[config.mk]
export PLATFORM = sky130hd
export DESIGN_NAME = mem_ctrl
export DESIGN_NICKNAME = d
export VERILOG_FILES = /design/src/rtl/mem_ctrl.sv
export SDC_FILE = /design/constraint.sdc
export NUM_CORES = 1
export LEC_CHECK = 0
export CORE_UTILIZATION = 50
export DETAILED_ROUTE_END_ITERATION = 10
export PLACE_DENSITY = 0.87
export SLEW_MARGIN = 0
export SYNTH_ARGS = -nofsm -noshare
export SYNTH_HDL_FRONTEND = slang
export SYNTH_SLANG_ARGS = --single-unit
[constraint.sdc]
create_clock -name clk_in -period 5.95 [get_ports clk_in]
set_input_delay 1.785 -clock clk_in [delete_from_list [all_inputs] [get_ports clk_in]]
set_output_delay 1.785 -clock clk_in [all_outputs]
set_load 0.01 [all_outputs]
[src/rtl/mem_ctrl.sv]
// mem_ctrl: byte-serial memory controller / arbiter.
// Shares the single 8-bit RAM/IO port between instruction fetch (IF) and the
// data-memory stage (MEM). Each 1/2/4-byte access is serialised one byte per
// cycle; the assembled word is returned with a one-cycle done pulse.
//
// Ports:
//   clk_in, rst_in (async, active-low), rdy_in (low freezes the controller)
//   IF  : if_req_in, if_addr_in -> if_done_out, if_data_out
//   MEM : mem_req_in, mem_wr_in, mem_len_in, mem_addr_in, mem_wdata_in
//         -> mem_done_out, mem_rdata_out
//   flush_in          : EX redirect, aborts an IF read
//   io_buffer_full_in : stalls stores to the IO region
//   RAM : ram_din_in (one cycle after address), ram_dout_out, ram_a_out, ram_wr_out
module mem_ctrl #(
    parameter logic [31:0] IO_MASK = 32'h0003_0000
) (
    input  logic        clk_in,
    input  logic        rst_in,
    input  logic        rdy_in,
    input  logic        if_req_in,
    input  logic [31:0] if_addr_in,
    output logic        if_done_out,
    output logic [31:0] if_data_out,
    input  logic        mem_req_in,
    input  logic        mem_wr_in,
    input  logic [1:0]  mem_len_in,
    input  logic [31:0] mem_addr_in,
    input  logic [31:0] mem_wdata_in,
    output logic        mem_done_out,
    output logic [31:0] mem_rdata_out,
    input  logic        flush_in,
    input  logic        io_buffer_full_in,
    input  logic [7:0]  ram_din_in,
    output logic [7:0]  ram_dout_out,
    output logic [31:0] ram_a_out,
    output logic        ram_wr_out
);

    typedef enum logic [1:0] {IDLE, READ, WRITE} state_t;

    // Latched request; requester inputs are ignored once an access starts.
    typedef struct packed {
        logic [31:0] addr;
        logic [31:0] wdata;
        logic [2:0]  len;     // byte count N: 1, 2 or 4
        logic        is_mem;  // owner: 1 = MEM, 0 = IF
    } req_t;

    function automatic logic [2:0] len_to_n(input logic [1:0] len);
        case (len)
            2'd0:    return 3'd1;
            2'd1:    return 3'd2;
            default: return 3'd4;
        endcase
    endfunction

    state_t      state, state_nxt;
    req_t        req;
    logic [2:0]  step;
    logic [31:0] rbuf;
    logic [31:0] rword;
    logic [31:0] byte_addr;
    logic        io_stall;
    logic        accept_mem, accept_if, step_inc, finish, abort;

    assign byte_addr = req.addr + {29'd0, step};
    assign io_stall  = ((req.addr & IO_MASK) == IO_MASK) && io_buffer_full_in;

    always_comb begin
        state_nxt    = state;
        accept_mem   = 1'b0;
        accept_if    = 1'b0;
        step_inc     = 1'b0;
        finish       = 1'b0;
        abort        = 1'b0;
        ram_a_out    = 32'd0;
        ram_wr_out   = 1'b0;
        ram_dout_out = 8'd0;
        rword        = rbuf;
        case (state)
            IDLE: begin
                // One-cycle cooldown after a done pulse lets the requester drop req.
                if (!if_done_out && !mem_done_out) begin
                    if (mem_req_in) begin
                        accept_mem = 1'b1;
                        state_nxt  = mem_wr_in ? WRITE : READ;
                    end else if (if_req_in && !flush_in) begin
                        accept_if = 1'b1;
                        state_nxt = READ;
                    end
                end
            end
            READ: begin
                if (flush_in && !req.is_mem) begin
                    abort     = 1'b1;
                    state_nxt = IDLE;
                end else begin
                    if (step < req.len) ram_a_out = byte_addr;
                    // Byte for address step-1 arrives this cycle.
                    case (step)
                        3'd1:    rword[7:0]   = ram_din_in;
                        3'd2:    rword[15:8]  = ram_din_in;
                        3'd3:    rword[23:16] = ram_din_in;
                        3'd4:    rword[31:24] = ram_din_in;
                        default: ;
                    endcase
                    if (step == req.len) begin
                        finish    = 1'b1;
                        state_nxt = IDLE;
                    end else begin
                        step_inc = 1'b1;
                    end
                end
            end
            WRITE: begin
                ram_a_out = byte_addr;
                case (step[1:0])
                    2'd0: ram_dout_out = req.wdata[7:0];
                    2'd1: ram_dout_out = req.wdata[15:8];
                    2'd2: ram_dout_out = req.wdata[23:16];
                    2'd3: ram_dout_out = req.wdata[31:24];
                endcase
                if (!io_stall) begin
                    ram_wr_out = 1'b1;
                    if (step == req.len - 3'd1) begin
                        finish    = 1'b1;
                        state_nxt = IDLE;
                    end else begin
                        step_inc = 1'b1;
                    end
                end
            end
            default: state_nxt = IDLE;
        endcase
        // Address stays put while frozen so RAM data remains valid; never write.
        if (!rdy_in) ram_wr_out = 1'b0;
    end

    always_ff @(posedge clk_in or negedge rst_in) begin
        if (!rst_in) begin
            state         <= IDLE;
            req           <= '0;
            step          <= 3'd0;
            rbuf          <= 32'd0;
            if_done_out   <= 1'b0;
            if_data_out   <= 32'd0;
            mem_done_out  <= 1'b0;
            mem_rdata_out <= 32'd0;
        end else if (rdy_in) begin
            state <= state_nxt;
            if (state == IDLE) begin
                if_done_out  <= 1'b0;
                mem_done_out <= 1'b0;
            end
            if (accept_mem) begin
                req  <= '{addr: mem_addr_in, wdata: mem_wdata_in,
                          len: len_to_n(mem_len_in), is_mem: 1'b1};
                step <= 3'd0;
                rbuf <= 32'd0;
            end else if (accept_if) begin
                req  <= '{addr: if_addr_in, wdata: 32'd0, len: 3'd4, is_mem: 1'b0};
                step <= 3'd0;
                rbuf <= 32'd0;
            end
            if (step_inc) step <= step + 3'd1;
            if (state == READ && !abort) rbuf <= rword;
            if (finish) begin
                if (req.is_mem) begin
                    mem_done_out <= 1'b1;
                    if (state == READ) mem_rdata_out <= rword;
                end else begin
                    if_done_out <= 1'b1;
                    if_data_out <= rword;
                end
            end
        end
    end

endmodule
Word-level counts from Yosys, hierarchy flattened --
Cells that the tools add are included.
Word-level totals: output and inout bits 107, word-level logic and storage cells 113, register bits 171, input bits 114
Operators by class: bitwise gates (word level) 1, reductions and logical operators 22, mux-type cells 57, eq/ne operators 18, $lt $le $gt $ge 1, add/subtract/negate cells 3
Operator list (count):
- two-way mux 32 bit | 7
- two-way mux 68 bit | 2
- one-hot mux 32 bit (2 select lines) | 1
- two-way mux 8 bit | 5
- adder 32 x 3 -> 32 bit | 1
- one-hot mux 8 bit (4 select lines) | 1
- two-way mux 1 bit | 26
- two-way mux 2 bit | 8
- two-way mux 3 bit | 3
- == test 2 bit, second input constant | 4
- == test 2 x 1 -> 1 bit, second input constant | 3
- == test 3 x 2 -> 1 bit, second input constant | 2
- == test 3 bit | 2
- logical NOT 2 bit | 3
- inequality test 2 bit, second input constant | 3
- inequality test 3 bit, second input constant | 2
- one-hot mux 2 bit (3 select lines) | 1
- one-hot mux 3 bit (2 select lines) | 1
- AND reduction 2 bit | 3
- AND reduction 6 bit | 1
- nonzero test 3 bit | 2
- logical AND 1 bit | 5
- logical NOT 1 bit | 5
- one-hot mux 1 bit (2 select lines) | 2
- other kinds (9) | 9

Longest topological paths before layout --
depth in word-level cells 9, mapped depth 10, mapped depth without buffers 8

Worst setup path before layout --
OpenSTA, ideal clock, no wires.
kind input -> output, from in flush_in, to out ram_a_out[3], arrival time 2.834 ns, data required time 4.165 ns, setup slack 1.331 ns, stages 5, buffers on the path 1, cells stage by stage nand2b_1 -> and2_1 -> a32oi_1 -> clkbuf_1 -> nor3b_1
On the way: longest elaborated chain between the ends 3
Ends and longest elaborated chain:
- from (decl) | line 31 | input logic flush_in,
- logical AND 1 bit | line 94 | if (flush_in && !req.is_mem) begin
- two-way mux 32 bit | line 94
- one-hot mux 32 bit (2 select lines) | line 80 | case (state)
- to (decl) | line 35 | output logic [31:0] ram_a_out,
No other way between the ends.

Worst setup path after layout --
from in flush_in, to out ram_a_out[26]
The elaborated chain is that of the path after synthesis.

==> flow_metrics.env <==
export IMPL_yosys_warnings=0
export IMPL_coreArea_mm2=0.0161
export IMPL_drt_total_wl_mm=23.7
export IMPL_ir_worst_vdd_uv=266
export IMPL_die_w_um=131
export IMPL_nets=1137
export IMPL_drive_gt1_frac=0.0618
export IMPL_status="complete, no violations"
export IMPL_period_minus_slack_ps=5720
export IMPL_min_delay_path_class="reg2reg"
export IMPL_grt_pass1_wl_mm=38.4
export IMPL_fill_cells=1182
export IMPL_synth_compound_area_frac=0.197
export IMPL_drtIter0Drc=647
export IMPL_cts_made_buffers=17
export IMPL_drv_cap=0
export IMPL_hold_violations=0
export IMPL_muxShareOfSynthArea=0.0837
export IMPL_ios=221
export IMPL_post_dp_hpwl_mm=16.3
export IMPL_clk_latency_ps=440
export IMPL_setup_viol_count_final=0
export IMPL_dieArea_mm2=0.0173
export IMPL_critPathCapture="ram_a_out[26]"
export IMPL_cpPeakStageDelay_ps=520
export IMPL_rsz0062_at_grt="false"
export IMPL_slew_headroom=0.196
export IMPL_cts_htree_levels=4
export IMPL_crit_path_end_kind="output pin"
export IMPL_synth_area_mm2=0.00838
export IMPL_vias=7210
export IMPL_synthArstFlopShare=1.00
export IMPL_via_per_inst=5.84
export IMPL_synthesis_nets=951
export IMPL_worst_pin_slew_ps=1210
export IMPL_worstPathCellList="clkdlybuf4s50_1 -> nand2b_1 -> and2_1 -> a32oi_2 -> buf_12 -> nor2_1 -> mux2_1 -> clkdlybuf4s50_1"
export IMPL_synthAdderAreaFrac=0.0263
export IMPL_reg2reg_depth=7
export IMPL_reg2reg_slack_ps=2840
export IMPL_post_cts_setup_buffers=0
export IMPL_fin_ws_ps=230
export IMPL_leakage_nw=4.65
export IMPL_synthFlopType="dfrtp_1"
export IMPL_die_height_um=131
export IMPL_area_delta_synth_final_pct=34.8
export IMPL_ant_nets=0
export IMPL_cts_num_sinks=171
export IMPL_grt_usage=0.283
export IMPL_slowest_stage="clkdlybuf4s50_1"
export IMPL_seq_area_frac_synth=0.511
export IMPL_synth_area_leaders="dfrtp_1 51%, mux2i_1 8.2%, a22o_1 6.8%"
export IMPL_cts_reportedPaths_clkPinSlew_ps=80
export IMPL_drtPass1Iterations=5
export IMPL_r2r_start="step[0]"
export IMPL_yosys_area_share_xor_xnor=0.0300
export IMPL_syn_inst=820
export IMPL_yosysTopAreaCell="dfrtp_1"
export IMPL_drc_errors=0
export IMPL_cp_arrival_ps=3940
export IMPL_synth_simple_area_share=0.111
export IMPL_dp_cells=1203
export IMPL_synth_cell_types=51
export IMPL_grt_start_max_net_pins=107
export IMPL_final_common_cell="clkdlybuf4s50_1"
export IMPL_critPathLaunch="flush_in"
export IMPL_root_buffer="clkbuf_16"
export IMPL_start_util=0.520
export IMPL_fin_skew_ps=16.6
export IMPL_multi_input_area_mm2=0.00377
export IMPL_cts_resized_gates=0
export IMPL_tns_ps=0
export IMPL_grt_pass1_vias=7333
export IMPL_port_buffer_count=220
export IMPL_cp_max_fo=24
export IMPL_post_route_period_util=0.961
export IMPL_mostFrequentLayoutCells="219 x clkdlybuf4s50_1, 171 x dfrtp_1, 88 x o21ai_0"
export IMPL_antenna_found_initial=0
export IMPL_regArea_mm2=0.00428
export IMPL_synth_edf_count=0
export IMPL_num_rows=46
export IMPL_clk_path_buf_depth=2
export IMPL_synth_top_family_by_area="compound AO/OA/AOI/OAI gates"
export IMPL_place_congestion=0.819
export IMPL_pre_cts_ws_ps=258
export IMPL_cp_required_ps=4160
export IMPL_synth_area_per_cell_um2=10.2
export IMPL_grt_overflow=0
export IMPL_maxSlewViolCount=0
export IMPL_crit_top_cell="clkdlybuf4s50_1"
export IMPL_netlist_area_leader_share=0.511
export IMPL_r2r_end="mem_rdata_out[10]"
export IMPL_post_layout_nonfiller_instances=1235
export IMPL_tritoncts="built"
export IMPL_powerDensity_mw_per_mm2=430
export IMPL_cts_hold_buffers=0
export IMPL_diodes=0
export IMPL_ys_ff_latch=171
export IMPL_fmax_ghz=0.175
export IMPL_worst_setup_path_start_kind="input port"
export IMPL_crit_type="in2out"
export IMPL_wl_per_cell_um=19.2
==> power by group <==
| group | internal [W] | leakage (nW) | total (W) | switching [W] |
|---|---|---|---|---|
| logic | 0.000905 | 2.11 | 0.00191 | 0.00100 |
| clock network | 0.000593 | 0.282 | 0.00109 | 0.000500 |
| registers | 0.00155 | 2.26 | 0.00186 | 0.000312 |
==> cell families after synthesis <==
family | count (synthesis)
AND/OR/NAND/NOR | 184
buffers and inverters | 86
multiplexers | 70
AO/OA/AOI/OAI | 265
adder cells (fa/ha/maj) | 17
XOR/XNOR | 27
flip-flops | 171
==> layer usage <==
metal / track usage / wire, um / share of wire / up-vias
li1: - / - / - / 3317
met1: 0.363 / 10000 / 0.42 / 3523
met2: 0.458 / 11500 / 0.49 / 318
met3: 0.0575 / 1390 / 0.059 / 52
met4: 0.140 / 738 / 0.031 / 0
met5: 0 / 0 / 0 / -
==> metrics by stage <==
step | utilization | instance area, um2 | power (W) | hold WS, ps
3_3_place_gp | 0.665 | 10700 | 0.00367 | 472
4_1_cts | 0.701 | 11300 | 0.00486 | 494
3_5_place_dp | 0.665 | 10700 | 0.00375 | 477
2_1_floorplan | - | 8380 | 0.00293 | 456
5_1_grt | 0.701 | 11300 | 0.00513 | 514
6_report | 0.701 | 11300 | 0.00486 | 501
==> area by class of cell <==
type	count	area share
flip-flops and latches	171	0.379
multi-input cells	563	0.334
repair buffers	233	0.205
clock buffers	18	0.0380
well taps	216	0.0239
clock inverters	14	0.0135
inverters	20	0.00665
==> critical path, delay by kind of cell <==
kind | cells | cell delay [ps]
AO/OA/AOI/OAI | 1 | 280
multiplexers | 1 | 290
buffers and inverters | 3 | 1200
AND/OR/NAND/NOR | 3 | 370
==> cell usage after synthesis (3+ instances only) <==
library cell	number
dfrtp_1	171
o21ai_0	88
mux2i_1	69
nand2_1	68
a21oi_1	67
a22o_1	65
clkbuf_1	44
nor2_1	39
xnor2_1	25
o21ai_1	24
inv_1	20
ha_1	16
and2_1	12
buf_2	12
buf_1	9
nand3_1	9
a222oi_1	8
and3_1	8
nor3_1	8
nor2b_1	6
nor4_2	6
nand4_1	5
nor4_1	5
or3_1	3
==> sequential cells by signal, summed over array words and instances, names as in the netlist <==
signal / count
if_done_out: 1
state: 2
mem_rdata_out: 32
rbuf: 32
step: 3
mem_done_out: 1
if_data_out: 32
req: 68
==> how the worst min path moves through the flow <==
stage	start	endpoint	slack [ps]	cells past startpoint
final	req[38]	req[38]	500	2
after global routing	rbuf[9]	rbuf[9]	510	1
after CTS	req[38]	req[38]	490	2
after detailed placement	req[38]	req[38]	480	2
after global placement	req[38]	req[38]	470	2
after floorplan	req[36]	req[36]	460	2
Power figures use the tool's default switching activity.
